<file path="config.mk">
export PLATFORM = sky130hd
export DESIGN_NAME = alu_seq
export DESIGN_NICKNAME = d
export VERILOG_FILES = /design/src/rtl/alu_seq.sv
export SDC_FILE = /design/constraint.sdc
export NUM_CORES = 1
export LEC_CHECK = 0
export BUFFER_PORTS_ARGS = -buffer_cell sky130_fd_sc_hd__buf_2
export CAP_MARGIN = 40
export CORE_ASPECT_RATIO = 0.7
export CORE_UTILIZATION = 50
export DETAILED_ROUTE_END_ITERATION = 16
export PLACE_DENSITY = 0.77
export SLEW_MARGIN = 0
export SYNTH_ARGS = -nofsm -noshare
export SYNTH_HDL_FRONTEND = slang
export SYNTH_SLANG_ARGS = --single-unit
</file>
<file path="constraint.sdc">
create_clock -name clk -period 3.2 [get_ports clk]
set_input_delay 0.32 -clock clk [delete_from_list [all_inputs] [get_ports clk]]
set_output_delay 0.32 -clock clk [all_outputs]
set_load 0.01 [all_outputs]
</file>
<file path="src/rtl/alu_seq.sv">
// Handshaked sequential ALU: single-cycle add/sub, iterative shift-add multiply and
// restoring divide, one operation in flight, results registered on entry to DONE.
module alu_seq #(
  parameter int width = 6
) (
  input  logic                 clk,
  input  logic                 rst_n,
  input  logic                 in_valid,
  output logic                 in_ready,
  input  logic [width-1:0]     a,
  input  logic [width-1:0]     b,
  input  logic [1:0]           func,
  output logic                 out_valid,
  input  logic                 out_ready,
  output logic [2*width-1:0]   out,
  output logic                 ovf,
  output logic [1:0]           dbg_state
);

  // Handshake: a transfer happens on a rising edge where valid and ready are both 1.
  // in_ready depends only on state; out_valid is held with out/ovf stable until out_ready.

  localparam int CW = $clog2(width);

  typedef enum logic [1:0] {
    IDLE = 2'd0,
    BUSY = 2'd1,
    DONE = 2'd2
  } state_t;

  state_t state, state_next;

  logic                 rst_done;
  logic [width-1:0]     a_reg;
  logic [width-1:0]     b_reg;
  logic                 op_div;
  logic [CW-1:0]        cnt;
  logic [2*width-1:0]   acc;
  logic [width-1:0]     rem;
  logic [width-1:0]     quo;

  logic                 accept;
  logic                 last;
  logic [width:0]       add_res;
  logic [width:0]       sub_res;
  logic [2*width-1:0]   mul_add;
  logic [2*width-1:0]   acc_next;
  logic [width:0]       div_shift;
  logic [width:0]       div_diff;
  logic                 div_ge;
  logic [width-1:0]     rem_next;
  logic [width-1:0]     quo_next;

  assign in_ready  = rst_done && (state == IDLE);
  assign out_valid = (state == DONE);
  assign dbg_state = state;
  assign accept    = in_ready && in_valid;
  assign last      = (cnt == CW'(width - 1));

  assign add_res = {1'b0, a} + {1'b0, b};
  assign sub_res = {1'b0, a} - {1'b0, b};

  // Multiply: add the multiplicand shifted by the current bit position of b.
  assign mul_add  = b_reg[cnt] ? ({{width{1'b0}}, a_reg} << cnt) : '0;
  assign acc_next = acc + mul_add;

  // Divide: bring down the next dividend bit; the sign of the trial difference
  // decides the quotient bit, since the partial remainder is always below b.
  assign div_shift = {rem, quo[width-1]};
  assign div_diff  = div_shift - {1'b0, b_reg};
  assign div_ge    = ~div_diff[width];
  assign rem_next  = div_ge ? div_diff[width-1:0] : div_shift[width-1:0];
  assign quo_next  = {quo[width-2:0], div_ge};

  always_comb begin
    state_next = state;
    case (state)
      IDLE: if (accept) state_next = func[1] ? BUSY : DONE;
      BUSY: if (last) state_next = DONE;
      DONE: if (out_ready) state_next = IDLE;
      default: state_next = IDLE;
    endcase
  end

  always_ff @(posedge clk or negedge rst_n) begin
    if (!rst_n) begin
      state    <= IDLE;
      rst_done <= 1'b0;
    end else begin
      state    <= state_next;
      rst_done <= 1'b1;
    end
  end

  always_ff @(posedge clk or negedge rst_n) begin
    if (!rst_n) begin
      a_reg  <= '0;
      b_reg  <= '0;
      op_div <= 1'b0;
      cnt    <= '0;
      acc    <= '0;
      rem    <= '0;
      quo    <= '0;
      out    <= '0;
      ovf    <= 1'b0;
    end else begin
      case (state)
        IDLE: begin
          if (accept) begin
            a_reg  <= a;
            b_reg  <= b;
            op_div <= func[0];
            cnt    <= '0;
            acc    <= '0;
            rem    <= '0;
            quo    <= a;
            if (!func[1]) begin
              out <= {{width{1'b0}}, func[0] ? sub_res[width-1:0] : add_res[width-1:0]};
              ovf <= func[0] ? sub_res[width] : add_res[width];
            end
          end
        end
        BUSY: begin
          cnt <= cnt + 1'b1;
          acc <= acc_next;
          rem <= rem_next;
          quo <= quo_next;
          if (last) begin
            if (!op_div) begin
              out <= acc_next;
              ovf <= 1'b0;
            end else if (b_reg == '0) begin
              out <= {{width{1'b1}}, a_reg};
              ovf <= 1'b1;
            end else begin
              out <= {quo_next, rem_next};
              ovf <= 1'b0;
            end
          end
        end
        default: ;
      endcase
    end
  end

endmodule

</file>
### Word-level counts from Yosys, hierarchy flattened

Cells that the tools add are included.
W data, S select, Z words.

| word-level totals | value |
|---|---|
| bits in registers | 56 |
| input port bits | 18 |
| output and inout port bits | 17 |
| logic and storage cells | 66 |

| operators by class | value |
|---|---|
| add/subtract/negate cells | 5 |
| order comparisons | 1 |
| equality and inequality tests | 7 |
| shift operators | 1 |
| muxes and demuxes | 31 |
| bitwise logic cells | 1 |
| reductions and logical operators | 9 |

Operators with widths:

| operator | count |
|---|---|
| $mux W12 | 7 |
| $pmux W12 S2 | 2 |
| $mux W6 | 4 |
| $pmux W6 S2 | 2 |
| $add A12 B12 Y12 | 1 |
| $shl A6 B3 Y12 | 1 |
| $mux W2 | 4 |
| $add A6 B6 Y7 | 1 |
| $mux W1 | 7 |
| $sub A6 B6 Y7 | 1 |
| $sub A7 B6 Y7 | 1 |
| $logic_not A6 Y1 | 1 |
| $ne A2 B2 Y1 const B | 3 |
| $pmux W2 S3 | 1 |
| $pmux W3 S2 | 1 |
| $lt A3 B4 Y1 const B | 1 |
| $reduce_and A2 Y1 | 2 |
| $reduce_and A4 Y1 | 1 |
| $add A3 B1 Y3 const B | 1 |
| $bmux W1 S3 | 1 |
| $eq A3 B3 Y1 const B | 1 |
| $mux W3 | 1 |
| $reduce_and A3 Y1 | 1 |
| $eq A2 B1 Y1 const B | 1 |
| 7 further kinds | 8 |

### Depth between registers and ports, before layout

Gate-level depths: netlist of the first run.

| depth | value |
|---|---|
| depth in word-level cells | 7 |
| mapped depth | 13 |
| depth with buffers taken out | 12 |

### Worst setup path after synthesis of the first run

OpenSTA, ideal clock, no wires.

| timing path | value |
|---|---|
| path kind | register to register |
| from | register cnt[0] |
| to | register acc[11] |
| setup time | 122 ps |
| data arrival time | 2780 ps |
| data required time | 3078 ps |
| path slack | 298 ps |
| stages on the path, launching flop included | 14 |
| path buffers | 1 |
| clock period less this slack | 2902 ps |
| path through | dfrtp_1 > buf_1 > mux2_2 > nor2_1 > a21oi_1 > a22oi_1 > nor2_1 > ha_1 > nand2_1 > o21ai_0 > a21oi_1 > a21boi_0 > or3_1 > a32o_1 |

| on the way | value |
|---|---|
| longest elaborated chain between the ends | 5 |
| elaborated cells on any way between the ends | 6 |
| classes of those cells | 1 x add/sub; 1 x shift; 4 x mux |

RTL lines:

| item | line | RTL |
|---|---|---|
| start, declared | 37 | `logic [CW-1:0] cnt;` |
| start signal, assigned | 124 | `cnt <= cnt + 1'b1;` |
| $bmux W1 S3 | 64 | `assign mul_add = b_reg[cnt] ? ({{width{1'b0}}, a_reg} << cnt) : '0;` |
| $mux W1 (implied by the code) | 64 |  |
| $mux W12 (*) | 64 |  |
| $add A12 B12 Y12 (*) | 65 | `assign acc_next = acc + mul_add;` |
| $pmux W12 S2 (*) | 107 | `case (state)` |
| end signal, assigned | 125 | `acc <= acc_next;` |
| end, declared | 38 | `logic [2*width-1:0] acc;` |

Mark *: on every way between the ends. The rest lies on a longest branch, timed or not. The select of a mux whose other input is x is not followed.
A chain may end at the register's enable or synchronous reset.

### Worst setup path in the final report of the first run

| timing path | value |
|---|---|
| from | register cnt[0] |
| to | register out[4] |

| on the way | value |
|---|---|
| longest elaborated chain between the ends | 7 |
| elaborated cells on any way between the ends | 11 |
| classes of those cells | 1 x add/sub; 2 x eq/ne; 1 x shift; 6 x mux; 1 x reduce/logical |

RTL lines:

| item | line | RTL |
|---|---|---|
| $bmux W1 S3 | 64 |  |
| $mux W1 (implied by the code) | 64 |  |
| $mux W12 | 64 |  |
| $add A12 B12 Y12 | 65 |  |
| $mux W12 | 129 | `if (!op_div) begin` |
| $mux W12 | 128 | `if (last) begin` |
| $pmux W12 S2 | 107 |  |
| end signal, assigned | 130 | `out <= acc_next;` |
| end signal, assigned | 133 | `out <= {{width{1'b1}}, a_reg};` |
| end signal, assigned | 136 | `out <= {quo_next, rem_next};` |
| end, declared | 15 | `output logic [2*width-1:0] out,` |

Several ways; a longest one is shown, not always the timed one. The select of a mux whose other input is x is not followed.

==> summary.md, run 1 <==
| Metric | Value |
|---|---|
| Clk Latency, worst-skew pair | `0.30 ns` |
| R2r setup slk | `0.07 ns` |
| Min Hold Slack | `0.220 ns` |
| Area growth syn-to-layout | `12.0%` |
| Commonest cells after routing, fill and taps aside | `69 x nand2_1, 56 x dfrtp_1, 41 x o21ai_0` |
| CTS root buffer | `clkbuf_16` |
| Row Count | `26` |
| M1 GR Usage | `0.424` |
| GPL Wtd Cong | `0.957` |
| Adder-cell area share of the yosys netlist | `0.116` |
| Critical path type | `reg2reg` |
| GRT overflow | `0` |
| CP peak stage delay | `0.52 ns` |
| Via count | `3675` |
| Total of max-cap violations | `0` |
| RSZ-0062 raised after global routing | `true` |
| Period utilization | `0.979` |
| Synth Cell Area | `0.00403 mm²` |
| CTS max path bufs | `2` |
| Status | `finished, final reports clean` |
| Finished Layout Cells | `606` |
| CP Capture Type | `flop` |
| Reg2reg end | `out[4]$_DFFE_PN0P_` |
| Startpoint Class | `flop` |
| GRT Overall Usage | `0.275` |
| 1st-pass router iterations | `6` |
| Met3 usage | `0.0442` |
| Post-DRT Antenna Nets | `0` |
| Width of the die | `about 110 µm` |
| Wire per inst | `around 18 µm` |
| Vias per cell | `6.06` |
| Initial Utilization | `0.534` |
| Ports | `35` |
| Final slew viol count | `0` |
| Htree depth | `2` |
| First-pass GRT wire length | `approximately 18000 µm` |
| Layout cells sized above 1 | `0.150` |
| Worst-margin pin slew | `0.764 ns` |
| Crit Reg-Reg Startpoint | `cnt[0]$_DFFE_PN0P_` |
| Main synth FF type | `dfrtp_1` |
| Leakage | `between 2 and 2.5 nW` |
| Crit path max fanout | `5` |
| Final WL | `10800 µm` |
| Hold WC Path Type | `in2reg` |
| Hold Path Stages | `2` |
| CP Cell Sequence | `mux4_2 > nand2_2 > nor3_1 > ha_1 > fa_1 > a21o_1 > a21oi_1 > xor2_2 > o21ai_1 > a2111oi_4 > a211oi_1` |
| Post-DP HPWL | `8330 µm` |
| Pin count of the biggest net entering global routing | `26` |
| Top flop regs | `acc x12, out x12` |
| Number of synthesized flops with an enable pin | `0` |
| Sink Count | `56` |
| 1st-iter DRT viols | `420` |
| Initial antenna violation count | `0` |
| Worst Setup SP | `cnt[0]$_DFFE_PN0P_` |
| FF+latch count, synth | `56` |
| Multiplexer share of the synthesized area | `0.0434` |
| Simple-Gate Fraction of Synth Area | `0.203` |
| Drt drc | `0` |
| Total CTS buffers | `5` |
| Fin Setup TNS | `0 ns` |
| Core area | `0.00755 mm²` |
| Mean Syn Cell Area | `8.49 µm²` |
| Asr flop ratio synth | `1.00` |
| Number of antenna repair diodes | `0` |
| GRT met2 Usage | `0.409` |
| # placed instances | `597` |
| Critical Path Slowest Stage Cell | `mux4_2` |
| Post-Synthesis Cells | `475` |
| Critical Path RT | `3.38 ns` |
| CTS tree | `done` |
| Main combinational cell family by area after synthesis | `compound AO/OA/AOI/OAI gates` |
| Pwr dens | `996 mW/mm²` |
| Setup bufs post-CTS | `0` |
| Final setup violation count | `0` |
| VDD IR max | `0.000550 V` |
| Crit path to | `out[4]$_DFFE_PN0P_` |
| Syn nets | `528` |
| Final min period | `3.13 ns` |
| XOR/XNOR Fraction of Synth Area | `0.0282` |
| F_max | `0.319 GHz` |
| Gr busiest metal | `met1` |
| PortBufs | `34` |
| Path depth of the worst reg2reg path | `11` |
| Final #Nets | `between 500 and 600` |
| Seq/Total Area, Yosys | `0.347` |
| # fillers | `662` |
| Chip height | `77.2 µm` |
| YS warnings | `0` |
| Vias in the first global route | `3496` |
| Compound-Gate Fraction of Synth Area | `0.218` |
| DIE AREA | `around 0.0084 mm²` |
| Commonest non-fill, non-tap cell in the layout | `nand2_1` |
| Layout Skew | `0.0112 ns` |
| Synth unique cells | `62` |
| Final hold vios | `0` |
| Slew margin rel. | `0.491` |
| CP arrival | `around 3.3 ns` |
| CTS clk-pin slew, worst paths | `0.08 ns` |
==> worst min-delay path by stage <==
| stage | slack (ns) | to | start |
|---|---|---|---|
| 6_report | 0.22 | dbg_state[1]$_DFFE_PN0P_ | out_ready |
| 2_1_floorplan | 0.02 | a_reg[0]$_DFFE_PN0P_ | rst_n |
| 5_1_grt | 0.23 | dbg_state[1]$_DFFE_PN0P_ | out_ready |
| 4_1_cts | 0.22 | dbg_state[1]$_DFFE_PN0P_ | out_ready |
| 3_3_place_gp | 0.29 | out[4]$_DFFE_PN0P_ | rst_n |
| 3_5_place_dp | 0.29 | out[4]$_DFFE_PN0P_ | rst_n |
==> cells in the mapped netlist (all sizes together) (2+ instances only) <==
master	instances	area share
nand3b	2	0.0037
or2	3	0.0047
o311ai	2	0.0043
xnor2	5	0.011
a21boi	2	0.0037
a21o	6	0.011
nor3	7	0.0087
dfrtp	56	0.35
mux2i	7	0.017
nand3	22	0.027
mux2	7	0.020
a22oi	3	0.0056
o211ai	6	0.011
a211oi	11	0.022
or3	4	0.0062
a31oi	6	0.0093
xor2	8	0.017
nor2b	5	0.0078
a21oi	28	0.035
fa	4	0.020
nand2	70	0.065
o21ai	42	0.052
o31a	2	0.0043
o21bai	5	0.0093
nand4	2	0.0031
buf	5	0.0056
clkbuf	16	0.015
o2111ai	3	0.011
a2111oi	2	0.0059
nand2b	9	0.014
nor3b	4	0.0074
ha	31	0.096
nor4	2	0.0031
o21a	3	0.0056
nor2	39	0.036
inv	24	0.022
o31ai	3	0.0056
==> metrics by stage <==
stage / instance area (µm²) / power, mW / utilization / setup slack [ns]
floorplan: 4030 / 3.04 / - / 0.298
global placement: 4330 / 3.73 / 0.573 / 0.0193
detailed placement: 4330 / 3.81 / 0.573 / -0.0230
CTS: 4490 / 4.40 / 0.595 / 0.00235
global route: 4520 / 4.85 / 0.599 / -0.0702
finish: 4520 / 4.50 / 0.599 / 0.0659
==> routing by layer <==
| metal | vias up | share of wire |
|---|---|---|
| met1 | 1721 | 0.47 |
| met4 | 0 | 0.0096 |
| met5 | - | 0 |
| li1 | 1757 | - |
| met2 | 183 | 0.42 |
| met3 | 14 | 0.11 |
==> timing repair <==
item / 4_1_cts / 5_1_grt
hold buffers: 1 / 0
hold endpoints to repair: 18 / 0
resized for setup: 1 / 4
setup endpoints to repair: 1 / 9
==> cell type report <==
class | instances | area [µm²] | area share
tap | 98 | 123 | 0.0271
clock buffer | 5 | 125 | 0.0277
sequential | 56 | 1400 | 0.310
multi-input combinational | 374 | 2490 | 0.551
clock inverter | 3 | 25.0 | 0.00554
timing repair buffer | 46 | 263 | 0.0581
inverter | 24 | 90.1 | 0.0199
==> where the power goes <==
group / switching, mW / internal (mW)
sequential: 0.289 / 1.00
combinational: 1.61 / 1.03
clock: 0.273 / 0.297
total: 2.17 / 2.33
==> critical path, delay by kind of cell, from the launching register on <==
family,cells,cell delay [ns]
XOR/XNOR,1,0.26
AO/OA/AOI/OAI,5,0.99
flip-flops,1,0.37
adder cells (fa/ha/maj),2,0.65
AND/OR/NAND/NOR,2,0.21
multiplexers,1,0.52
==> cell families after synthesis <==
kind of cell | count (synthesis)
compound gates | 134
xor+xnor | 13
fa+ha+maj | 35
buf+inv | 45
flops | 56
mux | 15
other cells | 1
simple gates | 176
No activity file was read; power rests on OpenSTA's default activity.
==> inputs of run 2 (changes only) <==
Settings changed: ABC_AREA set to 1, BUFFER_PORTS_ARGS -buffer_cell sky130_fd_sc_hd__buf_2 to unset, DONT_BUFFER_PORTS set to 1, PLACE_DENSITY 0.77 to 0.73.
==> summary.md, run 2 <==
| Metric | Value |
|---|---|
| Final #Nets | `648 (was 560)` |
| Compound-Gate Fraction of Synth Area | `0.144 (was 0.218)` |
| VDD IR max | `0.000369 V (was 0.000550 V)` |
| Width of the die | `111 µm (was 109 µm)` |
| Startpoint Class | `flop (unchanged)` |
| Main synth FF type | `dfrtp_1 (unchanged)` |
| CTS max path bufs | `2 (unchanged)` |
| Adder-cell area share of the yosys netlist | `0.112 (was 0.116)` |
| Final slew viol count | `0 (unchanged)` |
| Synth Cell Area | `0.00419 mm² (was 0.00403 mm²)` |
| Comb pwr share | `0.565 (was 0.586)` |
| Layout cells sized above 1 | `0.0537 (was 0.150)` |
| Critical path type | `reg2reg (unchanged)` |
| Wire per inst | `16.1 µm (was 17.8 µm)` |
| Number of antenna repair diodes | `0 (unchanged)` |
| Row Count | `27 (was 26)` |
| Commonest non-fill, non-tap cell in the layout | `nand2_1 (unchanged)` |
| Sink Count | `56 (unchanged)` |
| CTS clk-pin slew, worst paths | `0.08 ns (about the same)` |
| Yosys top cell area share | `0.335 (was 0.347)` |
| CTS root buffer | `clkbuf_16 (unchanged)` |
| Critical Path RT | `3.39 ns (was 3.38 ns)` |
| Post-Synthesis Cells | `598 (was 475)` |
| Crit Reg-Reg Startpoint | `cnt[1]$_DFFE_PN0P_ (was cnt[0]$_DFFE_PN0P_)` |
| DIE AREA | `0.00875 mm² (was 0.00844 mm²)` |
| GRT Overall Usage | `0.272 (was 0.275)` |
| Slew margin rel. | `0.630 (was 0.491)` |
| # fillers | `745 (was 662)` |
| Clock share of power | `0.133 (was 0.127)` |
| Pint | `2.08 mW (was 2.33 mW)` |
| Largest cells by area after synthesis | `dfrtp_1 33%, nand2_1 16%, ha_1 9.3%, inv_1 7.3%, o21ai_0 6.7% (was dfrtp_1 35%, ha_1 9.6%, nand2_1 6.5%, o21ai_0 5.1%, nor2_1 3.6%)` |
| Hold Path End | `b_reg[0]$_DFFE_PN0P_ (was dbg_state[1]$_DFFE_PN0P_)` |
| Reg2reg end | `out[6]$_DFFE_PN0P_ (was out[4]$_DFFE_PN0P_)` |
| Period utilization | `0.916 (was 0.979)` |
| Simple-Gate Fraction of Synth Area | `0.301 (was 0.203)` |
| Net switching power | `2.22 mW (was 2.17 mW)` |
| Status | `finished, violations left (was finished, final reports clean)` |
| 1st-pass router iterations | `11 (was 6)` |
| XOR/XNOR Fraction of Synth Area | `0.0126 (was 0.0282)` |
| 1st-iter DRT viols | `368 (was 420)` |
| Top flop regs | `acc x12, out x12 (unchanged)` |
| Failing checks | `DRC` |
| Total power | `4.31 mW (was 4.50 mW)` |
| Htree depth | `2 (unchanged)` |
| CP arrival | `3.12 ns (was 3.31 ns)` |
| GRT overflow | `0 (unchanged)` |
| First-pass GRT wire length | `18600 µm (was 17900 µm)` |
| YS warnings | `0 (unchanged)` |
| GPL Wtd Cong | `0.950 (was 0.957)` |
| Drt drc | `2 (was 0)` |
| Hold WC Path Type | `in2reg (unchanged)` |
| PortBufs | `0 (was 34)` |
| Syn nets | `651 (was 528)` |
| Final hold vios | `0 (unchanged)` |
| Crit path max fanout | `11 (was 5)` |
| Area of the multi-input gates | `0.00239 mm² (was 0.00249 mm²)` |
| Main combinational cell family by area after synthesis | `simple AND/OR/NAND/NOR gates (was compound AO/OA/AOI/OAI gates)` |
| CP Capture Type | `flop (unchanged)` |
| R2r setup slk | `0.27 ns (was 0.07 ns)` |
| Hold Path Stages | `2 (unchanged)` |
| Min Hold Slack | `0.163 ns (was 0.220 ns)` |
| Asr flop ratio synth | `1.00 (unchanged)` |
| Final WL | `11200 µm (was 10800 µm)` |
| Mean Syn Cell Area | `7.00 µm² (was 8.49 µm²)` |
| Final core utilization | `0.558 (was 0.599)` |
| FF+latch count, synth | `56 (unchanged)` |
| Seq/Total Area, Yosys | `0.335 (was 0.347)` |
| Total of max-cap violations | `0 (unchanged)` |
| Post-DRT Antenna Nets | `0 (unchanged)` |
| Number of synthesized flops with an enable pin | `0 (unchanged)` |
| CTS tree | `done (unchanged)` |
| Final setup violation count | `0 (unchanged)` |
| Commonest cells after routing, fill and taps aside | `179 x nand2_1, 81 x inv_1, 56 x o21ai_0 (was 69 x nand2_1, 56 x dfrtp_1, 41 x o21ai_0)` |
| Post-DP HPWL | `8600 µm (was 8330 µm)` |
| Synth unique cells | `39 (was 62)` |
| Fin Setup TNS | `0 ns (unchanged)` |
| Vias in the first global route | `3752 (was 3496)` |
| Vias per cell | `5.63 (was 6.06)` |
| Pin count of the biggest net entering global routing | `57 (was 26)` |
| Most frequent cell after synthesis | `nand2_1 (unchanged)` |
| Total CTS buffers | `5 (unchanged)` |
| Hold path startpoint | `b[0] (was out_ready)` |
| RSZ-0062 raised after global routing | `false (was true)` |
| Finished Layout Cells | `697 (was 606)` |
| Chip height | `78.6 µm (was 77.2 µm)` |
| Multiplexer share of the synthesized area | `0 (was 0.0434)` |
| Ports | `35 (unchanged)` |
| Via count | `3924 (was 3675)` |
| Clk Latency, worst-skew pair | `0.30 ns (about the same)` |
| Layout Skew | `0.00697 ns (was 0.0112 ns)` |
| Leakage | `2.38 nW (was 2.09 nW)` |
| Core area | `0.00797 mm² (was 0.00755 mm²)` |
| Pwr dens | `967 mW/mm² (was 996 mW/mm²)` |
| Path depth of the worst reg2reg path | `15 (was 11)` |
| Register area | `0.00140 mm² (about the same)` |
| Sequential share of power | `0.302 (was 0.287)` |
| Sw frac | `0.516 (was 0.482)` |
| F_max | `0.341 GHz (was 0.319 GHz)` |
| Worst-margin pin slew | `0.554 ns (was 0.764 ns)` |
| Initial Utilization | `0.525 (was 0.534)` |
| # placed instances | `687 (was 597)` |
| Final min period | `2.93 ns (was 3.13 ns)` |
| Largest area contributor in the netlist | `dfrtp_1 (unchanged)` |
| Area growth syn-to-layout | `6.31% (was 12.0%)` |
| Initial antenna violation count | `0 (unchanged)` |
| Commonest cells in the netlist | `179 x nand2_1, 81 x inv_1, 56 x dfrtp_1, 56 x o21ai_0, 45 x nand3_1 (was 70 x nand2_1, 56 x dfrtp_1, 41 x o21ai_0)` |
run 2: cells by family (layout without fill, tap and decap cells):
family          count (synthesis)  after routing
simple gates                  291            291
flops                          56             56
buf+inv                       101             99
other cells                     1              1
fa+ha+maj                      35             35
compound gates                108            108
xor+xnor                        6              6
run 2: power groups by stage:
stage,Clock [mW],Sequential (mW),Combinational (mW)
global route,0.598,1.33,2.75
detailed placement,0,1.30,2.35
CTS,0.575,1.29,2.38
finish,0.573,1.30,2.43
floorplan,0,1.18,1.88
global placement,0,1.29,2.28
run 2: worst max-delay path, stage by stage (launching register included):
cell      delay (ns)
dfrtp_2         0.48
inv_1           0.28
a21oi_1         0.08
o21ai_0         0.09
a21oi_1         0.09
nor2_2          0.21
nor4_1          0.07
ha_1            0.24
fa_1            0.44
nand3_1         0.12
nand2_1         0.10
a21oi_1         0.19
xor2_1          0.21
nand2_1         0.07
o211ai_1        0.08
nand2_1         0.06
run 2: layout make-up:
type	count	share of cell area
sequential	56	0.315
tap	101	0.0284
clock buffer	5	0.0281
clock inverter	3	0.00506
inverter	87	0.0734
multi-input combinational	441	0.538
timing repair buffer	4	0.0118
run 2: stage by stage:
stage	worst slack [ns]	cell area, µm²
after floorplan	0.649	4190
after detailed placement	0.267	4260
after global placement	0.382	4260
after global routing	0.0217	4450
final	0.269	4450
after CTS	0.266	4440
run 2: metal layers:
layer / wire, µm / GRT usage / part of all wire / up-vias
met2: 4640 / 0.405 / 0.41 / 163
li1: - / - / - / 1931
met1: 5280 / 0.387 / 0.47 / 1820
met3: 1160 / 0.0757 / 0.10 / 10
met4: 124 / 0.0649 / 0.011 / 0
met5: 0 / 0 / 0 / -
run 2: repair_timing:
action / CTS / global route
setup endpoints to repair: 0 / 5
hold buffers: 2 / 0
hold endpoints to repair: 56 / 0
setup buffers: 0 / 0
gates resized for setup: 0 / 3
run 2: worst max-delay path by stage:
stage	endpoint	from	slack [ns]
after detailed placement	out[3]$_DFFE_PN0P_	cnt[1]$_DFFE_PN0P_	0.27
after global routing	acc[11]$_DFFE_PN0P_	cnt[1]$_DFFE_PN0P_	0.02
after global placement	out[3]$_DFFE_PN0P_	cnt[1]$_DFFE_PN0P_	0.38
after CTS	out[3]$_DFFE_PN0P_	cnt[1]$_DFFE_PN0P_	0.27
after floorplan	out[6]$_DFFE_PN0P_	cnt[1]$_DFFE_PN0P_	0.65
final	out[6]$_DFFE_PN0P_	cnt[1]$_DFFE_PN0P_	0.27
==> inputs of run 3 (changes only) <==
Settings changed: CELL_PAD_IN_SITES_DETAIL_PLACEMENT set to 2, CELL_PAD_IN_SITES_GLOBAL_PLACEMENT set to 2, CORE_UTILIZATION 50 to 37, PLACE_DENSITY 0.73 to 0.78.
==> summary.md, run 3 (synthesis gave the netlist of run 2 again) <==
| Metric | Value |
|---|---|
| Status | `finished, final reports clean (was finished, violations left)` |
| Total CTS buffers | `5 (unchanged)` |
| Commonest non-fill, non-tap cell in the layout | `nand2_1 (unchanged)` |
| Top flop regs | `acc x12, out x12 (unchanged)` |
| GPL Wtd Cong | `0.906 (was 0.950)` |
| Pin count of the biggest net entering global routing | `57 (unchanged)` |
| F_max | `0.341 GHz (about the same)` |
| Critical Path RT | `3.38 ns (was 3.39 ns)` |
| RSZ-0062 raised after global routing | `false (unchanged)` |
| CTS root buffer | `clkbuf_16 (unchanged)` |
| Total power | `4.65 mW (was 4.31 mW)` |
| Post-DP HPWL | `11800 µm (was 8600 µm)` |
| Core area | `0.0110 mm² (was 0.00797 mm²)` |
| Comb pwr share | `0.578 (was 0.565)` |
| Final slew viol count | `0 (unchanged)` |
| Final WL | `15100 µm (was 11200 µm)` |
| Hold WC Path Type | `in2reg (unchanged)` |
| Width of the die | `129 µm (was 111 µm)` |
| Ports | `35 (unchanged)` |
| GRT overflow | `0 (unchanged)` |
| Total of max-cap violations | `0 (unchanged)` |
| Hold Path Stages | `2 (unchanged)` |
| Final setup violation count | `0 (unchanged)` |
| First-pass GRT wire length | `24000 µm (was 18600 µm)` |
| CP arrival | `3.11 ns (was 3.12 ns)` |
| Leakage | `2.42 nW (was 2.38 nW)` |
| Commonest cells after routing, fill and taps aside | `179 x nand2_1, 79 x inv_1, 56 x dfrtp_1 (was 179 x nand2_1, 81 x inv_1, 56 x o21ai_0)` |
| Wire per inst | `19.9 µm (was 16.1 µm)` |
| Vias in the first global route | `4369 (was 3752)` |
| Layout Skew | `0.00652 ns (was 0.00697 ns)` |
| Layout cells sized above 1 | `0.0664 (was 0.0537)` |
| Net switching power | `2.44 mW (was 2.22 mW)` |
| Htree depth | `2 (unchanged)` |
| Sink Count | `56 (unchanged)` |
| CP Capture Type | `flop (unchanged)` |
| Min Hold Slack | `0.142 ns (was 0.163 ns)` |
| PortBufs | `0 (unchanged)` |
| Number of antenna repair diodes | `0 (unchanged)` |
| Startpoint Class | `flop (unchanged)` |
| Crit path max fanout | `10 (was 11)` |
| Final #Nets | `654 (was 648)` |
| 1st-iter DRT viols | `165 (was 368)` |
| Final hold vios | `0 (unchanged)` |
| DIE AREA | `0.0118 mm² (was 0.00875 mm²)` |
| Pint | `2.21 mW (was 2.08 mW)` |
| CTS clk-pin slew, worst paths | `0.08 ns (about the same)` |
| Sw frac | `0.524 (was 0.516)` |
| Row Count | `32 (was 27)` |
| Finished Layout Cells | `755 (was 697)` |
| Area growth syn-to-layout | `9.74% (was 6.31%)` |
| Path depth of the worst reg2reg path | `13 (was 15)` |
| Period utilization | `0.917 (was 0.916)` |
| Drt drc | `0 (was 2)` |
| Initial antenna violation count | `0 (unchanged)` |
| Final min period | `2.93 ns (about the same)` |
| GRT Overall Usage | `0.271 (was 0.272)` |
| Post-DRT Antenna Nets | `0 (unchanged)` |
| Vias per cell | `5.38 (was 5.63)` |
| Via count | `4062 (was 3924)` |
| Initial Utilization | `0.380 (was 0.525)` |
| VDD IR max | `0.000386 V (was 0.000369 V)` |
| 1st-pass router iterations | `4 (was 11)` |
| Clock share of power | `0.142 (was 0.133)` |
| Fin Setup TNS | `0 ns (unchanged)` |
| Clk Latency, worst-skew pair | `0.30 ns (about the same)` |
| Sequential share of power | `0.280 (was 0.302)` |
| CTS tree | `done (unchanged)` |
| Pwr dens | `1010 mW/mm² (was 967 mW/mm²)` |
| # placed instances | `741 (was 687)` |
| Chip height | `91.0 µm (was 78.6 µm)` |
| Critical path type | `reg2reg (unchanged)` |
| CTS max path bufs | `2 (unchanged)` |
run 3: metal layers:
| layer | vias up | share of wire | global-route usage |
|---|---|---|---|
| li1 | 1937 | - | - |
| met1 | 2036 | 0.50 | 0.396 |
| met2 | 68 | 0.45 | 0.420 |
| met3 | 21 | 0.041 | 0.0471 |
| met4 | 0 | 0.014 | 0.0500 |
| met5 | - | 0 | 0 |
run 3: final cells by class:
type	count	area, µm²
Sequential cell	56	1400
Timing Repair Buffer	10	97.6
Fill cell	1320	6420
Inverter	87	330
Tap cell	153	191
Multi-Input combinational cell	441	2400
Clock buffer	5	125
Clock inverter	3	46.3
run 3: worst paths after layout:
kind | from | to | slack, ns
max in group asynchronous | rst_n | a_reg[0]$_DFFE_PN0P_ | 2.40
worst max-delay path | cnt[1]$_DFFE_PN0P_ | out[10]$_DFFE_PN0P_ | 0.27
worst min register to register | acc[0]$_DFFE_PN0P_ | acc[0]$_DFFE_PN0P_ | 0.49
worst min-delay path | b[0] | b_reg[0]$_DFFE_PN0P_ | 0.14
min in group asynchronous | rst_n | rem[0]$_DFFE_PN0P_ | 0.56
worst max register to register | cnt[1]$_DFFE_PN0P_ | out[10]$_DFFE_PN0P_ | 0.27
run 3: power by group through the flow:
stage	combinational [mW]	clock, mW	sequential [mW]
global route	3.02	0.704	1.33
global placement	2.45	0	1.28
finish	2.69	0.661	1.30
detailed placement	2.59	0	1.30
floorplan	1.88	0	1.18
CTS	2.65	0.680	1.29
run 3: worst max-delay path: stages, from the launching register on:
cell and delay, ns:
dfrtp_1 0.41, buf_4 0.19, a21oi_1 0.12, o21ai_0 0.11
a21oi_1 0.19, nor2_2 0.10, nor3_1 0.16, ha_1 0.32
a21oi_1 0.31, nor2_1 0.10, o21ai_0 0.31, nand4_1 0.20
a21oi_1 0.18, o21ai_0 0.09
run 3: what timing repair did:
action,in CTS,in global routing
gates resized for setup,0,7
buffers inserted,0,4
endpoints found under the setup margin,0,8
hold buffers,2,0
hold endpoints to repair,56,0
run 3: stage by stage:
step                utilization  setup WS, ns  instance area, µm²
floorplan                     -         0.649                4190
global placement          0.394         0.310                4340
detailed placement        0.394         0.200                4340
CTS                       0.413         0.170                4550
global route              0.417       0.00863                4590
finish                    0.417         0.266                4590
